===== src/rtl/switch_box_config_loader.sv =====
// Streams a configuration image in CW-bit words into a shadow register and
// commits it atomically onto the switch box configuration bus c.
module switch_box_config_loader #(
    parameter  int WS    = 7,
    parameter  int WD    = 6,
    parameter  int CW    = 8,
    localparam int CFG_W = WS * 6 + (WD / 2) * 6,
    localparam int NW    = (CFG_W + CW - 1) / CW
) (
    input  logic             clk,
    input  logic             rst,
    input  logic             start,
    input  logic             abort,
    input  logic             clear,
    input  logic [CW-1:0]    in_data,
    input  logic             in_valid,
    output logic             in_ready,
    output logic [CFG_W-1:0] c,
    output logic             cfg_valid,
    output logic             busy,
    output logic             done,
    output logic             aborted
);

    localparam int IW = (NW > 1) ? $clog2(NW) : 1;

    typedef enum logic [1:0] {
        S_IDLE,
        S_LOAD,
        S_COMMIT
    } state_t;

    state_t           state_q, state_d;
    logic [IW-1:0]    idx_q, idx_d;
    logic [CFG_W-1:0] shadow_q, shadow_d;
    logic [CFG_W-1:0] c_q, c_d;
    logic             cfg_valid_q, cfg_valid_d;
    logic             done_q, done_d;
    logic             aborted_q, aborted_d;

    logic [CFG_W-1:0] word_mask;
    int unsigned      word_off;

    always_ff @(posedge clk or posedge rst) begin
        if (rst) begin
            state_q     <= S_IDLE;
            idx_q       <= '0;
            shadow_q    <= '0;
            c_q         <= '0;
            cfg_valid_q <= 1'b0;
            done_q      <= 1'b0;
            aborted_q   <= 1'b0;
        end else begin
            state_q     <= state_d;
            idx_q       <= idx_d;
            shadow_q    <= shadow_d;
            c_q         <= c_d;
            cfg_valid_q <= cfg_valid_d;
            done_q      <= done_d;
            aborted_q   <= aborted_d;
        end
    end

    always_comb begin
        state_d     = state_q;
        idx_d       = idx_q;
        shadow_d    = shadow_q;
        c_d         = c_q;
        cfg_valid_d = cfg_valid_q;
        done_d      = 1'b0;
        aborted_d   = 1'b0;
        word_off    = 32'(idx_q) * CW;
        // Shifting into a CFG_W-wide vector drops last-word bits beyond the image.
        word_mask   = CFG_W'({CW{1'b1}}) << word_off;

        case (state_q)
            S_IDLE: begin
                if (clear) begin
                    c_d         = '0;
                    cfg_valid_d = 1'b0;
                end else if (start) begin
                    shadow_d = '0;
                    idx_d    = '0;
                    state_d  = S_LOAD;
                end
            end
            S_LOAD: begin
                if (abort) begin
                    aborted_d = 1'b1;
                    state_d   = S_IDLE;
                end else if (in_valid) begin
                    shadow_d = (shadow_q & ~word_mask) | (CFG_W'(in_data) << word_off);
                    if (idx_q == IW'(NW - 1)) begin
                        state_d = S_COMMIT;
                    end else begin
                        idx_d = idx_q + IW'(1);
                    end
                end
            end
            S_COMMIT: begin
                c_d         = shadow_q;
                cfg_valid_d = 1'b1;
                done_d      = 1'b1;
                state_d     = S_IDLE;
            end
            default: begin
                state_d = S_IDLE;
            end
        endcase
    end

    assign in_ready  = (state_q == S_LOAD);
    assign busy      = (state_q != S_IDLE);
    assign c         = c_q;
    assign cfg_valid = cfg_valid_q;
    assign done      = done_q;
    assign aborted   = aborted_q;

endmodule

===== config.mk =====
export PLATFORM = sky130hd
export DESIGN_NAME = switch_box_config_loader
export DESIGN_NICKNAME = d
export VERILOG_FILES = /design/src/rtl/switch_box_config_loader.sv
export SDC_FILE = /design/constraint.sdc
export NUM_CORES = 1
export LEC_CHECK = 0
export ABC_CLOCK_PERIOD_IN_PS = 12700
export CORE_ASPECT_RATIO = 1.4
export CORE_MARGIN = 2
export CORE_UTILIZATION = 57
export DETAILED_ROUTE_END_ITERATION = 12
export PLACE_DENSITY_LB_ADDON = 0.08
export SYNTH_ARGS = -nofsm -noshare
export SYNTH_HDL_FRONTEND = slang
export SYNTH_SLANG_ARGS = --single-unit

===== constraint.sdc =====
create_clock -name clk -period 12.7 [get_ports clk]
set_input_delay 2.54 -clock clk [delete_from_list [all_inputs] [get_ports clk]]
set_output_delay 2.54 -clock clk [all_outputs]
set_load 0.1 [all_outputs]

==> flow_metrics.tcl <==
set metrics [dict create \
    hold_viol_final 0 \
    p_total_uw 976 \
    synth_cell_types 31 \
    cts_hold_buffers 0 \
    synth_commonest_cells "dfrtp_1 (128), a22o_1 (61), inv_1 (41)" \
    area_growth_syn_to_layout_pct 29.9 \
    cts.clk_slew.worst_paths_ns 0.06 \
    gp_congestion 0.825 \
    clockBufferDepth 2 \
    hold_path.class "reg -> reg" \
    crit_path_max_fanout 12 \
    grt_pass1_wl_um 18200 \
    first_global_vias 3531 \
    die_area_sq_mm 0.00934 \
    cts-root-buf "clkbuf_16" \
    layout.cells.non_filler 571 \
    worst_pin_slew_ns 0.983 \
    wl_per_cell_um 19.6 \
    drtIter0Drc 331 \
    async_flop_share_pct 100 \
    n_antenna_cell 0 \
    path_buf_inv 1 \
    start_util_pct 57.8 \
    swShare_pct 23.9 \
    rsz0062_at_grt "no" \
    pwr-share-comb_pct 6.5 \
    crit_type "reg -> out" \
    grt_antenna_before_repair 0 \
    layout-drive-gt1-share_pct 10.1 \
    synthAdderAreaFrac_pct 1.54 \
    p_int_uw 743 \
    crit_cells 2 \
    path_delay_family "buffers and inverters" \
    clock-sinks 128 \
    seq_power_share_pct 43.9 \
    synth-edff-count 0 \
    fin_ws_ns 7.77 \
    min_period_ns 4.93 \
    required_ns 10.16 \
    synthCells 377 \
    grt_max_degree 80 \
    vias_per_cell 6.03 \
    synthFlopType "dfrtp_1" \
    io_pins 79 \
    ir_worst_vdd_uv 130 \
    synth_top_cell_area_share_pct 65.5 \
    crit_path_max_incr_delay_ns 1.16 \
    switchingPower_uw 234 \
    critPathLaunch "state_q[0]" \
    r2r_cells 4 \
    rows 40 \
    cts_made_buffers 17 \
    synth_top_family_by_area "compound AO/OA/AOI/OAI gates" \
    dp_hpwl_um 7180 \
    die_h_um 114 \
    r2r-end "shadow_q[24]" \
    ys_ff_latch 128 \
    finClkSkew_ns 0.00898 \
    cp-start-kind "register" \
    ys_seq_area_share_pct 65.5 \
    p_leak_uw 0.00286 \
    dp_slack_ns 8.04 \
    worstSetupEndpointType "output pin" \
    syn_nets 397 \
    synth.mux.area_fraction_pct 2.20 \
    synth_most_common_cell "dfrtp_1" \
    syn_area_sq_mm 0.00489 \
    fmax_mhz 203 \
    die_width_um 82.3 \
    final_antenna_net_count 0 \
    dp.cells 539 \
    reg2reg_slack_ns 10.01 \
    crit_slowest_cell "clkdlybuf4s50_1" \
    r2r_start "idx_q[2]" \
    drv_slew 0 \
    outcome "finished, final reports clean" \
    synth_area_leaders "dfrtp_1 (66%), a22o_1 (11%), o22ai_1 (4.6%), a32o_1 (3.3%), inv_1 (3.1%)" \
    clock_latency_ns 0.41 \
    cts.htree.levels 4 \
    cts-resized-gates 0 \
    wl_um 11200 \
    cts_tree "built" \
    cp-endpoint "in_ready" \
    setup_viol 0 \
    dr_total_vias 3441 \
    synth_xor_area_share_pct 0 \
    synth_compound_area_share_pct 21.0 \
    final_util_pct 75.0 \
    synth_top_cell_by_area "dfrtp_1" \
    yosys.area_share.simple_pct 4.51 \
    slew-limit-headroom_pct 34.1 \
    fin_tns_setup_ns 0 \
    coreArea_sq_mm 0.00846 \
    syn_avg_cell_area_sq_um 13.0 \
    cts_setup_buffers 0 \
    io_buffers 78 \
    drc 0 \
    p_per_area_mw_per_mm2 154 \
    worstPathCellList "nor2b_1 -> clkdlybuf4s50_1" \
    grt_overflow 0 \
    track_usage_pct 26.2 \
    power_frac_clock_pct 49.7 \
    drv_cap 0 \
    ys_warn_count 0 \
    dr.pass1.iters 4 \
    finalCritPeriodShare_pct 38.8 \
    cp_data_arrival_time_ns 2.39 \
    nNetsFinal 473 \
]
[area by class of cell]
type	instances	area [sq um]
inverters	42	160
repair buffers	81	803
well taps	105	131
clock inverters	12	135
flip-flops and latches	128	3200
clock buffers	20	467
fillers	561	2110
multi-input cells	183	1450
[registers in the layout, summed over array words and instances, names as in the netlist]
register,cells
idx_q,3
aborted,1
done,1
c,60
cfg_valid,1
shadow_q,60
state_q,2
[worst min-delay path by stage]
stage	cells after the start	start	endpoint	slack (ns)
after floorplan	1	shadow_q[24]	shadow_q[24]	0.46
after global placement	1	cfg_valid	cfg_valid	0.47
after detailed placement	1	cfg_valid	cfg_valid	0.47
after CTS	1	cfg_valid	cfg_valid	0.49
after global routing	1	cfg_valid	cfg_valid	0.50
final	1	shadow_q[26]	shadow_q[26]	0.49
[routing by layer]
metal | wire, um | up-vias | part of all wire, % | global-route usage (%)
met5 | 0 | - | 0 | 0
li1 | - | 1544 | - | -
met1 | 4880 | 1771 | 43 | 36.4
met4 | 148 | 0 | 1.3 | 8.22
met3 | 591 | 13 | 5.3 | 7.67
met2 | 5600 | 113 | 50 | 40.2
[placed cells by master, fill, tap and decap left out, drive strengths merged, types with 6 or more instances in the layout]
cell type,netlist,final
a22o,61,61
a32o,16,16
clkbuf,20,20
clkdlybuf4s50,0,78
clkinvlp,0,7
dfrtp,128,128
ha,6,6
inv,41,41
mux2i,7,7
nand2,21,21
o22ai,36,36
o2bb2ai,8,8
[worst register-to-register path: stages (launching register included)]
cell and delay (ns):
dfrtp_1 0.82, clkinv_1 0.66, ha_1 0.42, mux2i_1 0.51, o2bb2ai_1 0.19
[cell families after synthesis]
family	Yosys count
DFF	128
AOI/OAI and AO/OA	126
buffers and inverters	66
and+or+nand+nor	42
muxes	9
adders and majority gates	6
[power by group through the flow]
stage	clock network, uW	logic [uW]	registers, uW
floorplan	0	43.5	433
global placement	0	61.3	435
detailed placement	0	63.4	435
CTS	489	63.7	428
global route	506	69.5	429
finish	485	63.0	428
[through the flow]
stage	hold WS (ns)	area (sq um)
final	0.489	6350
after global routing	0.501	6350
after CTS	0.489	6350
after detailed placement	0.471	5750
after global placement	0.469	5750
after floorplan	0.457	4890
No activity file was read; power rests on OpenSTA's default activity.
